===== config.mk =====
export PLATFORM = sky130hd
export DESIGN_NAME = muldiv_unit
export DESIGN_NICKNAME = d
export VERILOG_FILES = /design/src/rtl/muldiv_unit.sv
export SDC_FILE = /design/constraint.sdc
export NUM_CORES = 1
export LEC_CHECK = 0
export BUFFER_PORTS_ARGS = -buffer_cell sky130_fd_sc_hd__buf_2
export CAP_MARGIN = 10
export CORE_UTILIZATION = 57
export CTS_CLUSTER_DIAMETER = 150
export DETAILED_ROUTE_END_ITERATION = 10
export PLACE_DENSITY = 0.79
export SLEW_MARGIN = 20
export SYNTH_ARGS = -nofsm -noshare
export SYNTH_HDL_FRONTEND = slang
export SYNTH_SLANG_ARGS = --single-unit

===== constraint.sdc =====
create_clock -name clk -period 4.7 [get_ports clk]
set_clock_uncertainty 0.15 [all_clocks]
set_input_delay 0.235 -clock clk [delete_from_list [all_inputs] [get_ports clk]]
set_output_delay 0.235 -clock clk [all_outputs]
set_load 0.02 [all_outputs]

===== src/rtl/muldiv_unit.sv =====
// Iterative RV32M multiply/divide unit driving the register-file writeback port.
// Optional macro FAST_MUL_EN: single-cycle multiply in the MUL state (default: 32-step shift-add).
module muldiv_unit #(
    parameter int WORDSIZE = 32
) (
    input  logic                clk,
    input  logic                rst,
    input  logic                start,
    input  logic [2:0]          funct3,
    input  logic [WORDSIZE-1:0] rs1Data,
    input  logic [WORDSIZE-1:0] rs2Data,
    input  logic [4:0]          rdAddr,
    output logic                busy,
    output logic                done,
    output logic                regWrite,
    output logic [4:0]          writeReg,
    output logic [WORDSIZE-1:0] writeData
);
    localparam int unsigned W    = WORDSIZE;
    localparam int unsigned CNTW = $clog2(WORDSIZE);
    localparam logic [CNTW-1:0] LASTSTEP = CNTW'(WORDSIZE - 1);
    localparam logic [W-1:0]    MINNEG   = {1'b1, {(W-1){1'b0}}};

    typedef enum logic [1:0] {IDLE, MUL, DIV, DONE} stateType;

    stateType        state;
    logic [2:0]      op;
    logic [4:0]      rdLatched;
    logic [CNTW-1:0] cnt;
    logic            negFlag;
    logic            remNeg;
    logic [W-1:0]    operand;
    logic [2*W-1:0]  acc;

    logic           aSigned, bSigned, signA, signB, divZero, divOvf, divGe;
    logic [W-1:0]   absA, absB, divRem, quoRes, remRes, result;
    logic [W:0]     remShift;
    logic [2*W-1:0] divNext, mulRes;
`ifdef FAST_MUL_EN
    logic [2*W-1:0] fastProduct;
`else
    logic [W:0]     mulSum;
    logic [2*W-1:0] mulNext;
`endif

    // Operand decode, single datapath steps and final sign fix-up
    always_comb begin
        aSigned  = funct3[2] ? !funct3[0] : (funct3[1:0] != 2'b11);
        bSigned  = aSigned && (funct3 != 3'b010);
        signA    = aSigned && rs1Data[W-1];
        signB    = bSigned && rs2Data[W-1];
        absA     = signA ? -rs1Data : rs1Data;
        absB     = signB ? -rs2Data : rs2Data;
        divZero  = (rs2Data == '0);
        divOvf   = !funct3[0] && (rs1Data == MINNEG) && (rs2Data == '1);

        remShift = {acc[2*W-1:W], acc[W-1]};
        divGe    = (remShift >= {1'b0, operand});
        divRem   = remShift[W-1:0] - operand;
        divNext  = {divGe ? divRem : remShift[W-1:0], acc[W-2:0], divGe};
`ifdef FAST_MUL_EN
        fastProduct = (2*W)'(operand) * (2*W)'(acc[W-1:0]);
`else
        mulSum   = {1'b0, acc[2*W-1:W]} + (acc[0] ? {1'b0, operand} : '0);
        mulNext  = {mulSum, acc[W-1:1]};
`endif

        mulRes   = negFlag ? -acc : acc;
        quoRes   = negFlag ? -acc[W-1:0] : acc[W-1:0];
        remRes   = remNeg ? -acc[2*W-1:W] : acc[2*W-1:W];
        if (op[2])
            result = op[1] ? remRes : quoRes;
        else if (op[1:0] == 2'b00)
            result = mulRes[W-1:0];
        else
            result = mulRes[2*W-1:W];
    end

    // Control FSM; acc holds {hi, lo} of the product, or {remainder, quotient} when dividing
    always_ff @(posedge clk or posedge rst) begin
        if (rst) begin
            state     <= IDLE;
            op        <= '0;
            rdLatched <= '0;
            cnt       <= '0;
            negFlag   <= 1'b0;
            remNeg    <= 1'b0;
            operand   <= '0;
            acc       <= '0;
            busy      <= 1'b0;
            done      <= 1'b0;
            regWrite  <= 1'b0;
            writeReg  <= '0;
            writeData <= '0;
        end else begin
            done     <= 1'b0;
            regWrite <= 1'b0;
            case (state)
                IDLE: begin
                    if (start) begin
                        op        <= funct3;
                        rdLatched <= rdAddr;
                        cnt       <= '0;
                        negFlag   <= signA ^ signB;
                        remNeg    <= signA;
                        busy      <= 1'b1;
                        if (!funct3[2]) begin
                            state   <= MUL;
                            operand <= absA;
                            acc     <= {{W{1'b0}}, absB};
                        end else if (divZero) begin
                            state   <= DONE;
                            negFlag <= 1'b0;
                            remNeg  <= 1'b0;
                            acc     <= {rs1Data, {W{1'b1}}};
                        end else if (divOvf) begin
                            state   <= DONE;
                            negFlag <= 1'b0;
                            remNeg  <= 1'b0;
                            acc     <= {{W{1'b0}}, MINNEG};
                        end else begin
                            state   <= DIV;
                            operand <= absB;
                            acc     <= {{W{1'b0}}, absA};
                        end
                    end
                end
                MUL: begin
`ifdef FAST_MUL_EN
                    acc   <= fastProduct;
                    state <= DONE;
`else
                    acc <= mulNext;
                    cnt <= cnt + 1'b1;
                    if (cnt == LASTSTEP)
                        state <= DONE;
`endif
                end
                DIV: begin
                    acc <= divNext;
                    cnt <= cnt + 1'b1;
                    if (cnt == LASTSTEP)
                        state <= DONE;
                end
                DONE: begin
                    done      <= 1'b1;
                    regWrite  <= (rdLatched != 5'd0);
                    writeReg  <= rdLatched;
                    writeData <= result;
                    busy      <= 1'b0;
                    state     <= IDLE;
                end
                default: state <= IDLE;
            endcase
        end
    end
endmodule


==> Word-level counts from Yosys, hierarchy flattened <==
Index checks and enable logic that the tools add are counted.
W data, S select, Z words.
{ "totals": {"rom_bits": 0, "ramBits": 0, "latch_bits": 0, "inputBits": 75, "ff_bits": 153, "n_memories": 0, "elab_cells": 92, "output_inout_bits": 40} }
{ "op_classes": {"n_eq_ne": 12, "div_mod_pow": 0, "addsub": 8, "n_reduce_logical": 20, "n_mul": 0, "magnitude_cmp": 1, "muxes": 37, "n_bitwise": 1, "shift": 0} }
{ "ops": {"columns": ["operator", "count"], "rows": [
  ["$mux W32", 13],
  ["$mux W64", 4],
  ["$pmux W64 S3", 1],
  ["$neg A32 Y32", 4],
  ["$eq A32 B32 Y1 const B", 2],
  ["$neg A64 Y64", 1],
  ["$add A32 B32 Y33", 1],
  ["$ge A33 B32 Y1", 1],
  ["$logic_not A32 Y1", 1],
  ["$sub A32 B32 Y32", 1],
  ["$mux W1", 12],
  ["$pmux W5 S2", 1],
  ["$reduce_and A2 Y1", 5],
  ["$ne A2 B2 Y1 const B", 4],
  ["$mux W2", 3],
  ["$pmux W2 S3", 1],
  ["$add A5 B1 Y5 const B", 1],
  ["$eq A5 B5 Y1 const B", 1],
  ["$logic_and A1 B1 Y1", 5],
  ["$mux W5", 1],
  ["$reduce_bool A5 Y1", 1],
  ["$eq A2 B2 Y1 const B", 2],
  ["$logic_not A2 Y1", 2],
  ["$reduce_and A4 Y1", 1],
  ["other kinds (9)", 10]
]} }

==> Logic depth before layout (Yosys ltp) <==
{ "logic_depth": {"depth_word": 9, "mapped_depth": 15, "depth_no_buf": 13} }

==> Worst setup path before layout <==
Ideal clock, no wire load.
{ "synth_timing": {"path_type": "register -> register", "startpoint": "register acc[0]", "endpoint": "register acc[61]", "synth_period_minus_slack_ps": 3427, "arrival_time_ps": 3139, "path_stages_with_launch": 14, "n_path_buf": 1, "path_slack_ps": 1273, "cell_sequence": "dfrtp_1 > inv_1 > clkbuf_1 > nor2_1 > fa_1 > a211oi_1 > o21bai_1 > o21ai_0 > a2111oi_0 > a221o_1 > and3_1 > mux2i_1 > a2111oi_0 > a21oi_1"} }
{ "synth_between": {"elab_chain_len": 3} }
{ "synth_lines": {"columns": ["element", "line_no", "source"], "rows": [
  ["start, declared", "33", "logic [2*W-1:0] acc;"],
  ["start signal, assigned", "110", "acc <= {{W{1'b0}}, absB};"],
  ["start signal, assigned", "115", "acc <= {rs1Data, {W{1'b1}}};"],
  ["start signal, assigned", "120", "acc <= {{W{1'b0}}, MINNEG};"],
  ["$mux W32", "64", "mulSum = {1'b0, acc[2*W-1:W]} + (acc[0] ? {1'b0, operand} : '0);"],
  ["$add A32 B32 Y33", "64", null],
  ["$pmux W64 S3", "98", "case (state)"]
]} }
No other way between the ends.
A chain may end at the register's enable or synchronous reset.

==> Worst setup path after layout <==
Same ends and word-level chain as after synthesis.

==> summary.md <==
| Metric | Value |
|---|---|
| Status | `finished clean` |
| Dpl cells | `2407` |
| Peak supply drop | `1007 µV` |
| GRT Residual Overflow | `0` |
| Synth area leaders | `dfrtp_1 25%, xnor2_1 6.6%, a21oi_1 6.3%, ha_1 6.0%, nor2_1 4.9%` |
| Synth top cells by count | `203 x nor2_1, 197 x nand2_1, 196 x a21oi_1` |
| Net Count, Synth | `2206` |
| WL final | `59810 µm` |
| Register area share after synthesis | `0.2456` |
| Mux cell area share after synthesis | `0.04222` |
| DR WL/cell | `24.40 µm` |
| Num CTS Buffers | `17` |
| Most common cell in the netlist | `nor2_1` |
| Input/output buffers | `114` |
| 1st-iter DRT viols | `2164` |
| Post-Synth Simple-Gate Area | `0.1966` |
| Antenna-violating nets left | `0` |
| Top FF cell, synth | `dfrtp_1` |
| Hold WC Path Type | `primary input to flip-flop` |
| Largest family of logic cells by synthesized area | `compound AO/OA/AOI/OAI gates` |
| CP Data Required Time | `4.86 ns` |
| Overall die width | `167.4 µm` |
| Clk_lat worst skew | `0.45 ns` |
| Post-Syn Instances | `2054` |
| Clock slew at reported path FFs | `0.07 ns` |
| Fin Setup TNS | `0 ns` |
| Slew HR | `0.3502` |
| Antenna violations before repair | `3` |
| Worst Reg-to-Reg Cells | `12` |
| Fillers | `2409` |
| CTS Root Cell | `clkbuf_16` |
| # clock sinks | `153` |
| Vias in the first global route | `15.92k` |
| Rows | `60` |
| Post-Synth Adder-Cell Area | `0.06276` |
| DRT Pass-1 Iters | `8` |
| Post-detail-place hpwl | `45910 µm` |
| Leak | `7.279 nW` |
| Clock buffer depth | `2` |
| Resize count post-CTS | `0` |
| TritonCTS clock tree | `done` |
| Post-Syn Area | `15590 µm²` |
| Drt drc | `0` |
| Setup CP Type | `flip-flop to flip-flop` |
| Final design utilization | `0.6382` |
| Largest net degree at the start of global routing | `85` |
| Power Density | `934.1 nW/µm²` |
| Count of different cell masters after synthesis | `76` |
| Compound-Gate Fraction of Synth Area | `0.2890` |
| FFs w/ async S/R, synth | `1.000` |
| Synth warn | `0` |
| Non-Filler Instances | `2451` |
| H-tree levels | `4` |
| Global-route wire length before repair | `92030 µm` |
| Startpoint Class | `flip-flop` |
| Nets@finish | `2249` |
| Core area | `26880 µm²` |
| Final setup fails | `0` |
| Reg2reg end | `acc[61]` |
| Vias | `17.07k` |
| Register area | `3829 µm²` |
| Maximum clock frequency | `237.9 MHz` |
| GP Congestion | `1.105` |
| Global Route Usage Sum | `0.4257` |
| R2r setup slk | `0.50 ns` |
| CP Launch Point | `acc[0]` |
| Critical path arrival | `4.37 ns` |
| Yosys top cell by area | `dfrtp_1` |
| Die area | `28020 µm²` |
| Final worst slack | `0.4960 ns` |
| Share of cells above drive strength 1 | `0.1242` |
| Multi-input logic area | `10940 µm²` |
| Post-CTS setup buffer count | `0` |
| ANT cells | `0` |
| Termination of the worst setup path | `acc[61]` |
| RSZ-0062 raised after global routing | `no` |
| Crit. End Element | `flip-flop` |
| Reg-to-Reg Start | `acc[0]` |
| Hold-fix buffers at CTS | `12` |
| Share of the synthesized area in the top cell type | `0.2456` |
| # IOs | `115` |
| Post-synth EDFFs | `0` |
| Via/cell ratio | `6.962` |
| Placed Area | `16420 µm²` |
| Pins Over Slew Limit | `0` |
| Min Hold Slack | `0.01929 ns` |
| Final Hold Vio Count | `0` |
| Crit path max fanout | `12` |
| Synth-to-layout area growth | `10.02%` |
| XOR/XNOR share of the synthesized area | `0.1090` |
| Finished Cell Area | `17150 µm²` |
| Total power | `16.02 mW` |
| Starting Density | `0.5801` |
| Setup WS pre-CTS | `0.6059 ns` |
| Period utilisation layout | `0.8945` |
| Max cap viols | `0` |
| Worst Tran Pin Value | `0.9737 ns` |
| Synth Register Bits | `153` |
| Syn avg cell area | `7.590 µm²` |
| Tmin final | `4.204 ns` |
| Die Y | `167.4 µm` |
## sequential cells by signal, indices dropped and copies added (netlist names), 2 cells and up
signal     count
operand       32
writeReg       5
cnt            5
writeData     32
state          2
op             3
rdLatched      5
acc           64
## cell type report
| cell class | instances | area share |
|---|---|---|
| multi-input combinational | 1677 | 0.6379 |
| sequential | 153 | 0.2232 |
| clock inverter | 14 | 0.01043 |
| clock buffer | 18 | 0.02502 |
| inverter | 74 | 0.01649 |
| timing repair buffer | 174 | 0.06201 |
| tap | 341 | 0.02488 |
## layout by cell type, fill, tap and decap left out, types with 35 or more instances in the layout
cell / n
inv_1: 72
nand2_1: 197
nand3_1: 39
xor2_1: 77
mux2_2: 37
buf_4: 47
buf_2: 114
nor3_1: 45
nor2_1: 201
a21oi_1: 196
a21o_1: 35
xnor2_1: 117
dfrtp_1: 153
a22oi_1: 38
o21ai_0: 148
ha_1: 72
## cells by family after synthesis
group,count (synthesis)
DFF,153
muxes,61
xor gates and xnor gates,194
adders and majority gates,77
and+or+nand+nor,648
buffers and inverters,224
AOI/OAI and AO/OA,697
## report_power, final
| group | internal (mW) | switching, mW | total (mW) | leakage [nW] |
|---|---|---|---|---|
| clock network | 0.768 | 0.702 | 1.47 | 0.298 |
| logic | 4.30 | 7.29 | 11.6 | 5.13 |
| registers | 2.00 | 0.961 | 2.96 | 1.85 |
## how the worst min path moves through the flow
stage	from	to	slack [ns]	cells after the start
after global routing	rs1Data[6]	acc[38]	0.01	3
after floorplan	rdAddr[4]	rdLatched[4]	0.24	1
after detailed placement	rst	state[1]	0.31	2
final	rs1Data[6]	acc[38]	0.02	3
after global placement	rst	state[1]	0.30	2
after CTS	rs1Data[6]	acc[38]	0.005	3
## worst max-delay path, stage by stage (launching register included)
cell and delay, ns:
dfrtp_1 0.46, inv_1 0.38, nor2_1 0.14, fa_1 0.48, a211oi_1 0.26, o21bai_1 0.12
o21ai_0 0.51, a2111oi_0 0.28, a221o_1 0.42, and3_1 0.21, mux2i_1 0.12, a2111oi_0 0.43
a21oi_1 0.11
## layer usage
metal	GRT usage	vias to the layer above	wire, µm
met5	0.02435	-	114
met1	0.5549	8012	23550
met2	0.6371	1152	25150
met3	0.1222	260	7396
li1	-	7635	-
met4	0.2218	6	3600
Note: power is estimated with default switching activity, not from simulation.
